<file path="src/rtl/pd_pkg.sv">
// Shared types and helpers for the phase detector.
//   SAMPLE_W / PROD_W : ADC/NCO sample width and full product width
//   sample_t / prod_t : signed sample and product types
//   pd_state_e        : top-level run/stop state
//   sat16()           : clamp a wide signed value into the 16-bit output range
package pd_pkg;

    localparam int unsigned SAMPLE_W = 16;
    localparam int unsigned PROD_W   = 32;

    typedef logic signed [SAMPLE_W-1:0] sample_t;
    typedef logic signed [PROD_W-1:0]   prod_t;

    typedef enum logic {IDLE, RUN} pd_state_e;

    function automatic sample_t sat16(input logic signed [63:0] v);
        if (v > 64'sd32767) begin
            return 16'sh7fff;
        end else if (v < -64'sd32768) begin
            return 16'sh8000;
        end else begin
            return sample_t'(v[SAMPLE_W-1:0]);
        end
    endfunction

endpackage

</file>
<file path="src/rtl/phase_detector_if.sv">
// Sample/result bundle of the phase detector.
//   master : drives tick_i, enable_i, adc_i, nco_i; observes err_o, valid_o, ovf_o
//   slave  : the detector itself
interface phase_detector_if;
    import pd_pkg::*;

    logic    tick_i;
    logic    enable_i;
    sample_t adc_i;
    sample_t nco_i;
    sample_t err_o;
    logic    valid_o;
    logic    ovf_o;

    modport master (
        output tick_i, enable_i, adc_i, nco_i,
        input  err_o, valid_o, ovf_o
    );

    modport slave (
        input  tick_i, enable_i, adc_i, nco_i,
        output err_o, valid_o, ovf_o
    );

endinterface

</file>
<file path="src/rtl/pd_integrate_dump.sv">
// Integrate-and-dump stage: accumulates DECIM products, then narrows the sum to a
// 16-bit error word with a one-cycle valid strobe and a sticky overflow flag.
// Define PD_SATURATE_EN to clamp out-of-range outputs; otherwise they wrap.
//   clk_i, rst_i : clock, asynchronous active-low reset
//   clr_i        : abandon the current window (takes priority over pv_i)
//   pv_i, p_i    : product valid strobe and product value
//   err_o        : decimated error word, held between dumps
//   valid_o      : one-cycle strobe when err_o updates
//   ovf_o        : sticky output-narrowing overflow
module pd_integrate_dump
    import pd_pkg::*;
#(
    parameter int unsigned DECIM = 64,
    parameter int unsigned SHIFT = 21
) (
    input  logic    clk_i,
    input  logic    rst_i,
    input  logic    clr_i,
    input  logic    pv_i,
    input  prod_t   p_i,
    output sample_t err_o,
    output logic    valid_o,
    output logic    ovf_o
);

    localparam int unsigned CNT_W = $clog2(DECIM);
    localparam int unsigned ACC_W = PROD_W + CNT_W;

    logic signed [ACC_W-1:0] acc_q, acc_d;
    logic signed [ACC_W-1:0] sum_q, sum_d;
    logic signed [ACC_W-1:0] p_ext, sum_next, shifted;
    logic signed [63:0]      wide;
    logic [CNT_W-1:0]        cnt_q, cnt_d;
    logic                    dump_q, dump_d;
    sample_t                 err_q, err_d;
    logic                    valid_q, valid_d;
    logic                    ovf_q, ovf_d;
    logic                    out_of_range;

    always_comb begin
        p_ext    = {{CNT_W{p_i[PROD_W-1]}}, p_i};
        sum_next = acc_q + p_ext;
        acc_d    = acc_q;
        cnt_d    = cnt_q;
        sum_d    = sum_q;
        dump_d   = 1'b0;
        if (clr_i) begin
            acc_d = '0;
            cnt_d = '0;
        end else if (pv_i) begin
            if (cnt_q == CNT_W'(DECIM - 1)) begin
                // Window complete: latch the final sum, narrow it on the next edge.
                sum_d  = sum_next;
                dump_d = 1'b1;
                acc_d  = '0;
                cnt_d  = '0;
            end else begin
                acc_d = sum_next;
                cnt_d = cnt_q + 1'b1;
            end
        end
    end

    always_comb begin
        shifted      = sum_q >>> SHIFT;
        wide         = {{(64 - ACC_W){shifted[ACC_W-1]}}, shifted};
        out_of_range = (wide > 64'sd32767) || (wide < -64'sd32768);
        err_d        = err_q;
        valid_d      = dump_q;
        ovf_d        = ovf_q;
        if (dump_q) begin
`ifdef PD_SATURATE_EN
            err_d = sat16(wide);
`else
            err_d = sample_t'(shifted[SAMPLE_W-1:0]);
`endif
            ovf_d = ovf_q | out_of_range;
        end
    end

    always_ff @(posedge clk_i or negedge rst_i) begin
        if (!rst_i) begin
            acc_q   <= '0;
            sum_q   <= '0;
            cnt_q   <= '0;
            dump_q  <= 1'b0;
            err_q   <= '0;
            valid_q <= 1'b0;
            ovf_q   <= 1'b0;
        end else begin
            acc_q   <= acc_d;
            sum_q   <= sum_d;
            cnt_q   <= cnt_d;
            dump_q  <= dump_d;
            err_q   <= err_d;
            valid_q <= valid_d;
            ovf_q   <= ovf_d;
        end
    end

    assign err_o   = err_q;
    assign valid_o = valid_q;
    assign ovf_o   = ovf_q;

endmodule

</file>
<file path="src/rtl/phase_detector.sv">
// Phase detector: mixes the ADC sample with the NCO reference and integrate-and-dumps
// the product over DECIM sample ticks into a signed phase-error word.
// Define PD_SATURATE_EN to clamp out-of-range outputs instead of wrapping.
//   clk_i : system clock
//   rst_i : asynchronous active-low reset
//   bus   : sample inputs, error word, valid strobe and overflow flag
module phase_detector
    import pd_pkg::*;
#(
    parameter int unsigned DECIM = 64,
    parameter int unsigned SHIFT = 21
) (
    input logic              clk_i,
    input logic              rst_i,
    phase_detector_if.slave  bus
);

    pd_state_e state_q, state_d;
    prod_t     p_q, p_d;
    logic      pv_q, pv_d;

    always_comb begin
        state_d = bus.enable_i ? RUN : IDLE;
        // Dropping enable kills any product still in flight.
        pv_d    = (state_q == RUN) && bus.enable_i && bus.tick_i;
        p_d     = pv_d ? prod_t'(bus.adc_i) * prod_t'(bus.nco_i) : p_q;
    end

    always_ff @(posedge clk_i or negedge rst_i) begin
        if (!rst_i) begin
            state_q <= IDLE;
            p_q     <= '0;
            pv_q    <= 1'b0;
        end else begin
            state_q <= state_d;
            p_q     <= p_d;
            pv_q    <= pv_d;
        end
    end

    pd_integrate_dump #(
        .DECIM (DECIM),
        .SHIFT (SHIFT)
    ) u_integrate_dump (
        .clk_i   (clk_i),
        .rst_i   (rst_i),
        .clr_i   (!bus.enable_i),
        .pv_i    (pv_q),
        .p_i     (p_q),
        .err_o   (bus.err_o),
        .valid_o (bus.valid_o),
        .ovf_o   (bus.ovf_o)
    );

endmodule

</file>
<file path="src/flat_wrapper.sv">
// flat-port wrapper written by rule: the top's interface ports become plain ports
module phase_detector_flat import pd_pkg::*;
#(
    parameter int unsigned DECIM = 64,
    parameter int unsigned SHIFT = 21
)
  (clk_i, rst_i, bus_tick_i, bus_enable_i, bus_adc_i, bus_nco_i, bus_err_o, bus_valid_o, bus_ovf_o);
  phase_detector_if bus_i ();
  input logic clk_i;
  input logic rst_i;
  input wire logic [$bits(bus_i.tick_i)-1:0] bus_tick_i;
  input wire logic [$bits(bus_i.enable_i)-1:0] bus_enable_i;
  input wire logic [$bits(bus_i.adc_i)-1:0] bus_adc_i;
  input wire logic [$bits(bus_i.nco_i)-1:0] bus_nco_i;
  output wire logic [$bits(bus_i.err_o)-1:0] bus_err_o;
  output wire logic [$bits(bus_i.valid_o)-1:0] bus_valid_o;
  output wire logic [$bits(bus_i.ovf_o)-1:0] bus_ovf_o;
  assign bus_i.tick_i = bus_tick_i;
  assign bus_i.enable_i = bus_enable_i;
  assign bus_i.adc_i = bus_adc_i;
  assign bus_i.nco_i = bus_nco_i;
  assign bus_err_o = bus_i.err_o;
  assign bus_valid_o = bus_i.valid_o;
  assign bus_ovf_o = bus_i.ovf_o;
  phase_detector #(.DECIM(DECIM), .SHIFT(SHIFT)) u_core (.clk_i(clk_i), .rst_i(rst_i), .bus(bus_i));
endmodule
</file>
<file path="config.mk">
export PLATFORM = sky130hd
export DESIGN_NAME = phase_detector_flat
export DESIGN_NICKNAME = d
export VERILOG_FILES = /design/src/rtl/pd_pkg.sv /design/src/rtl/phase_detector_if.sv /design/src/rtl/pd_integrate_dump.sv /design/src/rtl/phase_detector.sv /design/src/flat_wrapper.sv
export SDC_FILE = /design/constraint.sdc
export NUM_CORES = 1
export LEC_CHECK = 0
export CORE_AREA = 5 5 169 171
export DETAILED_ROUTE_END_ITERATION = 12
export DIE_AREA = 0 0 174 176
export PLACE_DENSITY_LB_ADDON = 0.12
export REMOVE_ABC_BUFFERS = 1
export SLEW_MARGIN = 5
export SYNTH_ARGS = -nofsm -noshare
export SYNTH_HDL_FRONTEND = slang
export SYNTH_SLANG_ARGS = --single-unit
</file>
<file path="constraint.sdc">
create_clock -name clk_i -period 8.4 [get_ports clk_i]
set_input_delay 1.68 -clock clk_i [delete_from_list [all_inputs] [get_ports clk_i]]
set_output_delay 1.68 -clock clk_i [all_outputs]
set_load 0.01 [all_outputs]
</file>
Word-level counts from Yosys, hierarchy flattened
Index checks and enable logic that the tools add are counted.
{"block": "word_totals", "reg_bits": 135, "inputBits": 36, "out_inout_bits": 18, "wordCells": 32}
{"block": "classes", "addsub": 2, "multipliers": 1, "order_cmp": 2, "n_eq_ne": 2, "mux": 10, "bitwise": 1, "n_reduce_logical": 4}
{"operator": "two-way mux 38 bit", "n": 3}
{"operator": "adder 38 x 32 -> 38 bit", "n": 1}
{"operator": "multiplier 16 x 16 -> 32 bit", "n": 1}
{"operator": "two-way mux 6 bit", "n": 3}
{"operator": "greater-than comparator 17 x 16 -> 1 bit (second input constant)", "n": 1}
{"operator": "less-than comparator 17 x 16 -> 1 bit (second input constant)", "n": 1}
{"operator": "adder 6 x 1 -> 6 bit (second input constant)", "n": 1}
{"operator": "== test 6 bit (second input constant)", "n": 1}
{"operator": "two-way mux 1 bit", "n": 4}
{"operator": "AND reduction 3 bit", "n": 1}
{"operator": "logical AND 1 bit", "n": 2}
{"operator": "inequality test 2 x 1 -> 1 bit (second input constant)", "n": 1}
{"operator": "logical OR 1 bit", "n": 1}
{"operator": "bitwise OR 1 bit", "n": 1}

Longest topological paths before layout
Gate-level depths: netlist of run 1.
{"block": "logic_depth", "ltp_word": 4, "depth_mapped": 24, "mapped_depth_nobuf": 23}

Cells and area by module
From an unflattened synthesis of run 1, not the netlist that was laid out.
{"block": "hier_totals", "cells_unflattened": 1786, "hier_area_um2": 16602.2}
{"mod": "phase_detector", "instances": 1, "cells_each": 1225, "area_each_um2": 11222.0, "seq_area_each_um2": 850.8}
{"mod": "pd_integrate_dump", "instances": 1, "cells_each": 561, "area_each_um2": 5380.2, "seq_area_each_um2": 2001.9}

Worst setup path before layout of run 1
No wires, ideal clock.
{"block": "synth_timing", "path_kind": "in2reg", "from": "input port bus_adc_i[15]", "to": "register u_core.p_q[31]", "setup_ps": 129, "t_arrival_ps": 7140, "required_ps": 8271, "path_slack_ps": 1132, "stages": 20, "path_buffers": 1, "cell_sequence": "clkbuf_1 -> nand2_1 -> inv_1 -> fa_1 -> fa_1 -> fa_1 -> fa_1 -> fa_1 -> inv_1 -> fa_1 -> inv_1 -> ha_1 -> a21o_1 -> a21oi_1 -> o221ai_1 -> o41ai_2 -> o2111ai_1 -> a21oi_1 -> xnor2_1 -> o21ai_1"}
{"block": "synth_via", "elab_chain_len": 1}
{"item": "start, declared", "line_no": "flat_wrapper.sv:13", "text": "input wire logic [$bits(bus_i.adc_i)-1:0] bus_adc_i;"}
{"item": "multiplier 16 x 16 -> 32 bit", "line_no": "phase_detector.sv:26", "text": "p_d = pv_d ? prod_t'(bus.adc_i) * prod_t'(bus.nco_i) : p_q;"}
{"item": "end signal, assigned", "line_no": "phase_detector.sv:36", "text": "p_q <= p_d;"}
{"item": "end, declared", "line_no": "phase_detector.sv:19", "text": "prod_t p_q, p_d;"}
No other way between the ends.
A chain may end at the register's enable or synchronous reset.

Final worst setup path of run 1
{"block": "layout_timing", "from": "input port bus_nco_i[4]", "to": "register u_core.p_q[31]"}
{"block": "layout_via", "elab_chain_len": 1}
{"item": "start, declared", "line_no": "flat_wrapper.sv:14", "text": "input wire logic [$bits(bus_i.nco_i)-1:0] bus_nco_i;"}
{"item": "multiplier 16 x 16 -> 32 bit", "line_no": "phase_detector.sv:26"}
No other way between the ends.

==> results, run 1 <==
- Setup violations remaining at the end of the flow were counted as 0.
- Of the post-synthesis cell area, the dominant cell type holds 0.3326.
- After detailed routing, the average wire length per cell comes to between 15 and 20 um.
- The number of core rows is 60.
- The number of pins exceeding their max-slew limit in the final report was 0.
- STA classifies the critical path startpoint as an input port.
- The DRC violation count after routing is 0.
- The first global-routing pass estimated around 58000 um of wire.
- sky130_fd_sc_hd__fa_1 takes more of the synthesized area than any other cell.
- The required time of the critical path is 8.68 ns.
- The ratio of cells with drive above 1 in the final layout is 0.07930.
- The die is 176 um tall.
- The largest driver fanout on the critical path is 9.
- Buffers inserted during clock tree synthesis total 17.
- The number of vias per cell after detailed routing is between 5 and 6.
- After detailed routing, the total wire length is 34000 um.
- The run finished with clean final reports.
- For this design, the CTS-stage hold fixing added 0 buffers.
- The initial utilization of the core area, before any placement, comes to 0.5922.
- The mapped netlist covers approximately 16000 sq um.
- The startpoint identified for the worst hold timing path is u_core.u_integrate_dump.ovf_o.
- The signal arrival time at the worst endpoint is 8.11 ns.
- The total global routing track utilization is 0.2321.
- Once detailed placement completed, the half-perimeter wirelength came to between 20000 and 30000 um.
- The final weighted congestion of routability-driven global placement is 0.9364.
- The setup total negative slack is 0 ns.
- The worst-case register-to-register setup slack is 5.16 ns.
- The most frequently used flop master after synthesis is sky130_fd_sc_hd__dfrtp_1.
- CTS placed an instance of sky130_fd_sc_hd__clkbuf_16 at the clock tree root.
- The TritonCTS clock tree is yes.
- The part of the cycle the worst path needs is 0.9325.
- The die is approximately 170 um wide.
- Yosys mapped the design onto roughly 70 distinct sky130hd cell types.
- Of the synthesized area, sequential elements account for 0.1802.
- Sorting the synthesized cells by area gives the leading types as sky130_fd_sc_hd__fa_1, sky130_fd_sc_hd__dfrtp_1, sky130_fd_sc_hd__ha_1.
- The post-synthesis sequential element count is 114.
- The via count of the first global-routing pass is between 10000 and 15000.
- The count of mapped cells out of synthesis is approximately 1600.
- The type of the worst setup path is input port to register.
- The tightest min-delay check is of the register to register type.
- Post-CTS timing repair inserted 0 buffers for setup.
- In this run the remaining antenna-violating nets after routing total 0.
- Yosys mapped a number of flops with a built-in enable equal to 0.
- The hold violation count in the final report is 0.
- The commonest cells after synthesis are sky130_fd_sc_hd__inv_1, sky130_fd_sc_hd__fa_1, sky130_fd_sc_hd__nand2_1.
- After global routing the overflow that remains totals 0.
- Clock-pin slew was measured on the worst setup and hold paths at approximately 0.050 ns.
- The layout overhead on the synthesized area is 10.21%.
- The violation count after the first detailed-route iteration is approximately 600.
- The launch point of the critical path is bus_nco_i[4].
- During I/O placement, the number of pins put on the boundary was between 50 and 60.
- The worst setup path is captured at a register.
- At the pin with the least slew margin, the transition time is approximately 0.94 ns.
- Setup repair after global routing left no endpoint under its margin.
- Counting flops with an async set or reset pin after synthesis yields a share of 1.000.
- A synthesized cell averages 9.657 sq um.
- For the worst-skew pair, the clock arrives at the later sink with an insertion delay of 0.41 ns.
- The maximum clock skew at final layout is 0.005556 ns.
- In this run the tightest slew margin relative to its limit is 0.3722.
- The number of antenna violations at the first check in global routing is 0.
- The library cell with the highest instance count after synthesis is sky130_fd_sc_hd__inv_1.
- Yosys printed 0 warnings.
- Summing over every cut layer, the via total after detailed routing is between 10000 and 15000.
- Across the run, the number of max-cap violations was 0.
- The number of optimization iterations in the first detailed-route pass is 5.
- The count of antenna diodes in the layout is 0.
- The number of cells upsized or downsized after cts is 0.
- After layout, the minimum clock period comes to a little under 8 ns.
- The tree built by TritonCTS fans out to roughly 110 sinks.
- The H-tree depth reported by CTS is 4.
- Entering global routing, the biggest net connects 78 pins.
- The highest clock rate is approximately 130 MHz.
- The die footprint is 30620 sq um.
- After floorplanning, the core was sized to cover approximately 27000 sq um.
- The origin of the critical flop-to-flop path is u_core.u_integrate_dump.acc_q[0].
- After filler insertion, the fill cell instance count of the layout stands at 2209.
- No sink is reached through more buffers than the 2 on the longest clock path.
- The count of input and output buffers is 53.
- For this run, the post-layout net count is 2121.
==> area by class of cell <==
type | instances | area [sq um] | area share
inverters | 306 | 1149 | 0.06585
clock buffers | 20 | 456.7 | 0.02618
clock inverters | 12 | 110.1 | 0.006312
repair buffers | 97 | 858.3 | 0.04921
multi-input cells | 1166 | 11590 | 0.6644
well taps | 341 | 426.7 | 0.02446
flip-flops and latches | 114 | 2853 | 0.1635
==> registers in the layout (all words and copies together) (netlist names) <==
| signal | count |
|---|---|
| u_core.u_integrate_dump.acc_q | 38 |
| u_core.p_q | 32 |
| u_core.u_integrate_dump.sum_q | 17 |
| u_core.u_integrate_dump.err_o | 16 |
| u_core.u_integrate_dump.cnt_q | 6 |
| u_core.pv_q | 1 |
| u_core.state_q | 1 |
| u_core.u_integrate_dump.dump_q | 1 |
| u_core.u_integrate_dump.ovf_o | 1 |
| u_core.u_integrate_dump.valid_o | 1 |
==> metal layers <==
layer  wire, um  vias to the layer above  GRT usage
met1      15150                     5592     0.3086
met2      16840                      236     0.4029
li1           -                     5262          -
met5          0                        -          0
met3       1328                       47    0.03191
met4        678                        0    0.06500
==> metrics by stage <==
step                hold WS (ns)  setup slack, ns  area [sq um]    util  instances
global route              0.5098          0.08399         17440  0.6527       2056
global placement          0.4392           0.2768         16880  0.6315       2024
detailed placement        0.4553           0.1436         16880  0.6315       2024
finish                    0.4703           0.5667         17440  0.6527       2056
floorplan                 0.4524            1.313         15580       -       1586
CTS                       0.4670           0.5619         17440  0.6527       2056
==> path summary, 6_finish.rpt <==
check                                                    end  cells past startpoint
max                                           u_core.p_q[31]                     22
min                            u_core.u_integrate_dump.ovf_o                      1
max reg2reg                u_core.u_integrate_dump.sum_q[36]                     11
min reg2reg                    u_core.u_integrate_dump.ovf_o                      1
max in group asynchronous                      u_core.p_q[1]                      2
min in group asynchronous                     u_core.state_q                      1
==> cells by family (layout without fill, tap and decap cells) <==
family | after synthesis | count (layout) | synth area share
buffers and inverters | 359 | 435 | 0.08798
AND/OR/NAND/NOR | 434 | 434 | 0.1326
flip-flops | 114 | 114 | 0.1802
AO/OA/AOI/OAI | 239 | 239 | 0.1041
multiplexers | 35 | 35 | 0.02514
XOR/XNOR | 75 | 75 | 0.04237
adder cells (fa/ha/maj) | 383 | 383 | 0.4275
==> cells in the final DEF (no fill, tap or decap), types with 28 or more instances in the layout <==
cell                                n
sky130_fd_sc_hd__inv_1            306
sky130_fd_sc_hd__fa_1             263
sky130_fd_sc_hd__nand2_1          203
sky130_fd_sc_hd__and2_1           132
sky130_fd_sc_hd__ha_1             120
sky130_fd_sc_hd__dfrtp_1          114
sky130_fd_sc_hd__o21ai_0           72
sky130_fd_sc_hd__clkdlybuf4s50_1   52
sky130_fd_sc_hd__a21oi_1           50
sky130_fd_sc_hd__xnor2_1           46
sky130_fd_sc_hd__buf_4             45
sky130_fd_sc_hd__nor2_1            38
sky130_fd_sc_hd__mux2_2            34
sky130_fd_sc_hd__xor2_1            28
==> worst max-delay path, stage by stage <==
cell                              delay, ns
sky130_fd_sc_hd__clkdlybuf4s50_1       0.55
sky130_fd_sc_hd__and2_1                0.26
sky130_fd_sc_hd__fa_1                  0.53
sky130_fd_sc_hd__inv_1                 0.05
sky130_fd_sc_hd__fa_1                  0.46
sky130_fd_sc_hd__fa_1                  0.52
sky130_fd_sc_hd__inv_1                 0.05
sky130_fd_sc_hd__ha_1                  0.31
sky130_fd_sc_hd__fa_1                  0.54
sky130_fd_sc_hd__inv_1                 0.05
sky130_fd_sc_hd__fa_1                  0.53
sky130_fd_sc_hd__inv_1                 0.04
sky130_fd_sc_hd__ha_1                  0.38
sky130_fd_sc_hd__a2111oi_0             0.40
sky130_fd_sc_hd__o21ai_1               0.16
sky130_fd_sc_hd__a31oi_1               0.40
sky130_fd_sc_hd__nor3_1                0.14
sky130_fd_sc_hd__o41ai_2               0.45
sky130_fd_sc_hd__o2111ai_1             0.19
sky130_fd_sc_hd__a21oi_1               0.21
sky130_fd_sc_hd__xnor2_1               0.14
sky130_fd_sc_hd__o21ai_1               0.07
Power of run 1 is left out: the tool's default activity adds up to more than one toggle a clock period on the data nets, which glitch-free logic cannot reach.
==> inputs of run 2 (changes only) <==
Settings changed: PLACE_DENSITY from default to 0.77, PLACE_DENSITY_LB_ADDON 0.12 to default.
==> run 2 against run 1 <==
Non-clock buffer count down 5. First-iteration DRC count rose by 9.0%. Die area is the same. Fmax shrank 0.55%. Clock-buffer cell count down 3. Register-to-register slack better by 0.03 ns. Critical endpoint is now u_core.p_q[24]. Highest routed layer unchanged.
==> results, run 2 (synthesis gave the netlist of run 1 again) <==
- The run finished with clean final reports.
- Summing over every cut layer, the via total after detailed routing is 11430.
- The number of cells upsized or downsized after cts is 0.
- The signal on the critical path passes through clkdlybuf4s50_1 -> buf_4 -> and2_1 -> fa_1 -> inv_1 -> fa_1 -> fa_1 -> fa_1 -> inv_1 -> fa_1 -> inv_1 -> fa_1 -> inv_1 -> ha_1 -> and4_1 -> nand3_1 -> o21ai_0 -> a21oi_1 -> o31ai_1 -> a21boi_0 -> xnor2_1 -> o21ai_0.
- The worst setup path is captured at a register.
- Clock skew on the completed layout was measured at around 0.010 ns.
- In this run the worst path has a maximum fanout of 11.
- Clock latency on the worst-skew pair, taken at its later pin, is roughly 0.42 ns.
- The cell seen most often among critical-path stages is sky130_fd_sc_hd__fa_1.
- The finished cells cover ~17000 sq um.
- In this run the worst hold path is classified as register to register.
- For the pin with the worst max-slew slack, the measured transition is 0.9277 ns.
- In this run, post-CTS hold repair placed 0 buffers.
- For this run, the detailed router's first-pass iteration total came to 5.
- The worst-case register-to-register setup slack is between 5 and 6 ns.
- During I/O placement, the number of pins put on the boundary was 54.
- The count of input and output buffers is 53.
- The die span in y is about 180 um.
- The worst register-to-register path begins at u_core.u_integrate_dump.acc_q[0].
- For this run, the top clock speed supported by timing is about 130 MHz.
- After the first detailed-routing iteration, the DRC count stood at 653.
- STA puts the critical path data required time at 8.67 ns.
- Dividing the detail-routed wire length by the instance count gives roughly 17 um.
- The length in cells of the worst reg-to-reg path is 11.
- The hold violation count in the final report is 0.
- The number of pins exceeding their max-slew limit in the final report is 0.
- After clock tree synthesis, the clock-pin slew on the worst setup and hold paths is ~0.06 ns.
- The largest stage delay on the critical path is approximately 0.63 ns.
- The ratio of cells with drive above 1 in the final layout is 0.07719.
- The x dimension of the die is between 150 and 200 um.
- For this run the aggregate overflow at the end of global routing stands at 0.
- Dividing the final minimum period by the clock period gives 0.9377.
- The number of antenna violations at the first check in global routing is 0.
- The kind of cell with the highest combined delay on the critical path is adder cells.
- TritonCTS built the clock tree.
- CTS built an H-tree with a depth of 4.
- The critical path launch point type is an input port.
- The number of vias per cell after detailed routing is around 5.6.
- The die footprint is slightly above 30000 sq um.
- The number of antenna diodes in the final layout is 0.
- Together, buffers and inverters on the worst path number 6.
- The placed instances occupy a cell area of around 17000 sq um.
- In this run the post-CTS setup repair buffer count came out at 0.
- The total of endpoints with negative setup slack in the final report is 0.
- The buffer depth of the longest clock path is 2.
- After detailed routing, the number of remaining DRC violations is 0.
- The count of nets left with antenna violations once routing finished came out at 0.
- Counting the buffers created by CTS gives 17.
- The critical path is of the input port to register type.
- The utilization of the core after routing is 0.6524.
- The cell at the root of the clock tree is sky130_fd_sc_hd__clkbuf_16.
- The initial utilization of the core area, before any placement, comes to 0.5922.
- The core footprint is around 27000 sq um.
- The signal arrival time at the worst endpoint is 8.15 ns.
- The setup total negative slack is 0 ns.
- The top cell types in the final layout, fill and taps aside, are sky130_fd_sc_hd__inv_1, sky130_fd_sc_hd__fa_1, sky130_fd_sc_hd__nand2_1.
- The number of core rows is 60.
- The total detailed-routing wirelength is ~34000 um.
- The largest registers in the layout are u_core.u_integrate_dump.acc_q: 38 flops, u_core.p_q: 32 flops, u_core.u_integrate_dump.sum_q: 17 flops.
- The first global-routing pass estimated roughly 60000 um of wire.
- The leading cell type in the layout, fill and taps excluded is sky130_fd_sc_hd__inv_1.
- For this run, the post-layout net count is roughly 2100.
- The critical path endpoint is u_core.p_q[24].
- Routability-driven placement finished with a final weighted congestion of ~0.87.
- The number of max-cap violations is 0.
- The launch point of the critical path is bus_nco_i[2].
- The detailed placement HPWL is around 28000 um.
- Across every metal layer, demand over resource in global routing totals 0.2331.
- The number of stages on the worst setup path is 22.
- The layout overhead on the synthesized area is 10.16%.
- The worst register-to-register path ends at u_core.u_integrate_dump.sum_q[36].
- The flip-flop count of the largest register, all copies and words added is 38.
- The via count of the first global-routing pass is roughly 12000.
- The clock period minus worst slack is between 7 and 8 ns.
- The register bank with the most flops is u_core.u_integrate_dump.acc_q.
- The worst pin sits at a relative slew slack of 0.3815.
- The largest net degree at the start of global routing is 66.
- Setup repair after global routing left no endpoint under its margin.
- The largest individual stage delay along the critical path comes from the cell sky130_fd_sc_hd__clkdlybuf4s50_1.
- The CTS sink count is 114.
==> run 2: worst min path at each step <==
stage                                           start                                end  slack (ns)  depth (start not counted)
global route            u_core.u_integrate_dump.ovf_o      u_core.u_integrate_dump.ovf_o        0.49                          1
global placement        u_core.u_integrate_dump.ovf_o      u_core.u_integrate_dump.ovf_o        0.44                          1
detailed placement      u_core.u_integrate_dump.ovf_o      u_core.u_integrate_dump.ovf_o        0.45                          1
CTS                     u_core.u_integrate_dump.ovf_o      u_core.u_integrate_dump.ovf_o        0.46                          1
floorplan           u_core.u_integrate_dump.acc_q[21]  u_core.u_integrate_dump.acc_q[21]        0.45                          2
finish                  u_core.u_integrate_dump.ovf_o      u_core.u_integrate_dump.ovf_o        0.46                          1
==> run 2: layer usage <==
layer / up-vias / share of wire / track usage
li1: 5275 / - / -
met1: 5816 / 0.43 / 0.3094
met2: 280 / 0.51 / 0.4092
met3: 61 / 0.043 / 0.02805
met4: 0 / 0.019 / 0.06368
met5: - / 0 / 0
==> run 2: metrics by stage <==
step / hold WS, ns / instances / worst slack, ns
2_1_floorplan: 0.4524 / 1586 / 1.313
3_3_place_gp: 0.4415 / 2019 / 0.3368
3_5_place_dp: 0.4494 / 2019 / 0.1173
4_1_cts: 0.4626 / 2051 / 0.5465
5_1_grt: 0.4949 / 2051 / 0.1517
6_report: 0.4614 / 2051 / 0.5230
==> run 2: final cells by class <==
class,count,area [sq um]
multi-input combinational,1166,11590
fill,2134,9290
sequential,114,2853
inverter,306,1149
timing repair buffer,92,820.8
tap,341,426.7
clock buffer,17,425.4
clock inverter,15,171.4
Power of run 2 is left out for the same reason.
==> inputs of run 3 (changes only) <==
Settings changed: CORE_AREA 5 5 169 171 to 5 5 196 198, DIE_AREA 0 0 174 176 to 0 0 201 203, PLACE_DENSITY 0.77 to default.
==> run 3 against run 2 <==
Global-route usage fell by 6.4 points. First-iteration DRC count fell by 14%. Routed wire length fell by 3.4%. Sequential cell count did not move.
==> results, run 3 (synthesis gave the netlist of run 1 again) <==
- Counting I/O delays and the setup requirement, the final critical path takes a little under 8 ns.
- The largest stage delay on the critical path is approximately 0.69 ns.
- The first-pass GRT wire length is a little under 60000 um.
- The run finished with clean final reports.
- The area growth from synthesis to layout is 11.31%.
- The die span in y is just over 200 um.
- The cell sitting at the root of the clock tree is a sky130_fd_sc_hd__clkbuf_16.
- The final layout contains routed wiring with a total length of about 33000 um.
- Setup repair after global routing left no endpoint under its margin.
- At the end of routability-driven placement, the weighted congestion stood at just under 0.9.
- Leaving out fill and tap cells, the most frequent cell in the layout is sky130_fd_sc_hd__inv_1.
- The kind of cell with the highest combined delay on the critical path is adder cells.
- The number of antenna violations at the first check in global routing is 0.
- The die covers 40800 sq um.
- The setup total negative slack is 0 ns.
- Traced cell by cell, the critical path runs through clkdlybuf4s50_1 -> nand2_1 -> fa_1 -> fa_1 -> fa_1 -> inv_1 -> ha_1 -> fa_1 -> inv_1 -> fa_1 -> inv_1 -> ha_1 -> a2111oi_0 -> o21ai_1 -> a31oi_1 -> nor3_1 -> buf_4 -> o41ai_2 -> o2111ai_1 -> a21oi_1 -> xnor2_1 -> o21ai_1.
- The count of input and output buffers is 53.
- The core footprint is between 30000 and 40000 sq um.
- The remaining global-route overflow is 0.
- Detailed placement finished with a half-perimeter wire length of between 20000 and 30000 um.
- By instance count, the cell type seen most on the critical path is sky130_fd_sc_hd__fa_1.
- The cell depth of the worst hold path is 1.
- In this run, the number of DRC markers left after iteration 0 of detailed routing was about 560.
- Before CTS, the worst setup slack after placement is approximately 0.14 ns.
- The CTS sink count is between 100 and 150.
- The DRC violation count after routing is 0.
- The length in cells of the worst reg-to-reg path is 11.
- The largest driver fanout on the critical path is 9.
- The flip-flop count of the largest register, all copies and words added is 38.
- Row generation in the floorplan step produced 70 rows.
- The utilization of the core after routing is 0.4847.
- In this run the worst hold path is classified as register to register.
- The total of endpoints with negative setup slack in the final report is 0.
- The worst setup path is captured at a register.
- The count of nets left with antenna violations once routing finished came out at 0.
- The number of vias per cell after detailed routing is 4.985.
- TritonCTS built the clock tree.
- In the final routed layout, each cell accounts on average for 15.08 um.
- The number of hold buffers added after CTS was 0.
- The top cell types in the final layout, fill and taps aside, are sky130_fd_sc_hd__inv_1, sky130_fd_sc_hd__fa_1, sky130_fd_sc_hd__nand2_1.
- Dividing the final minimum period by the clock period gives 0.9314.
- At the pin with the least slew margin, the transition time is 0.8768 ns.
- The x dimension of the die is between 200 and 250 um.
- The later pin in the worst-skew pair is clocked with a latency of approximately 0.42 ns.
- On the critical path, the stage with the largest delay is an instance of sky130_fd_sc_hd__clkdlybuf4s50_1.
- The net count of the finished layout is about 2100.
- The smallest setup slack after layout is approximately 0.58 ns.
- The post-CTS setup buffer count is 0.
- The signal arrival time at the worst endpoint is between 8 and 9 ns.
- For this configuration, the core starts out at a cell density of 0.4355.
- Detailed routing inserted a total of about 11000 vias.
- Derived from the worst setup path, the maximum achievable clock frequency is about 130 MHz.
- In this run the number of H-tree levels came out at 4.
- The number of stages on the worst setup path is 22.
- The ratio of cells with drive above 1 in the final layout is 0.07988.
- The via count of the first global-routing pass is between 10000 and 15000.
- The required time of the critical path is 8.68 ns.
- The largest net degree at the start of global routing is 70.
- The number of buffers and inverters on the critical path is 5.
- The clock transition at the registers of the reported paths is 0.06 ns.
- The tool flagged a number of max-cap violations equal to 0.
- On the final layout, the worst clock skew is 0.006117 ns.
- During I/O placement, the number of pins put on the boundary was 54.
- The number of pins exceeding their max-slew limit in the final report is 0.
- The critical path launch point type is an input port.
- The clock passes through at most 2 buffers.
- The register bank with the most flops is u_core.u_integrate_dump.acc_q.
- The largest registers in the layout are u_core.u_integrate_dump.acc_q: 38 flops, u_core.p_q: 32 flops, u_core.u_integrate_dump.sum_q: 17 flops.
- The hold slack is 0.4622 ns.
- The type of the worst setup path is input port to register.
- The number of optimization iterations in the first detailed-route pass is 5.
- In the global route stage, overall resource usage came out at 0.1689.
- In this run, post-CTS repair resized a total of 0 instances.
- Measured against its own limit, the worst slew margin works out to 0.4154.
- 0 antenna diodes ended up in the layout.
- The hold violation count in the final report is 0.
- In this run, CTS created clock tree buffers numbering 17.
[run 3: changes by cell type in the layout (fill, tap and decap cells not counted), sizes merged]
| cell | change |
|---|---|
| buf | +5 |
| inv | -5 |
| clkinvlp | +3 |
| clkinv | +2 |
[run 3: path summary, 6_finish.rpt]
| check | from | endpoint | slack, ns |
|---|---|---|---|
| worst max register to register | u_core.u_integrate_dump.acc_q[0] | u_core.u_integrate_dump.sum_q[36] | 5.18 |
| min in group asynchronous | rst_i | u_core.u_integrate_dump.valid_o | 1.25 |
| max in group asynchronous | rst_i | u_core.p_q[6] | 5.89 |
| worst max-delay path | bus_nco_i[2] | u_core.p_q[31] | 0.58 |
| worst min register to register | u_core.u_integrate_dump.ovf_o | u_core.u_integrate_dump.ovf_o | 0.46 |
| worst min-delay path | u_core.u_integrate_dump.ovf_o | u_core.u_integrate_dump.ovf_o | 0.46 |
[run 3: layer usage]
layer	up-vias	track usage	part of all wire
met2	142	0.2790	0.47
li1	5281	-	-
met1	5434	0.2440	0.50
met3	26	0.01837	0.025
met4	0	0.03319	0.011
met5	-	0	0
[run 3: layout make-up]
class | count | area (sq um)
fillers | 3358 | 18730
multi-input cells | 1166 | 11590
flip-flops and latches | 114 | 2853
inverters | 306 | 1149
repair buffers | 97 | 858.3
well taps | 468 | 585.6
clock buffers | 17 | 425.4
clock inverters | 15 | 157.7
[run 3: through the flow]
step / std cells / area, sq um
after detailed placement: 2151 / 17040
after floorplan: 1586 / 15580
after global placement: 2151 / 17040
after CTS: 2183 / 17620
after global routing: 2183 / 17620
final: 2183 / 17620
Power of run 3 is left out for the same reason.
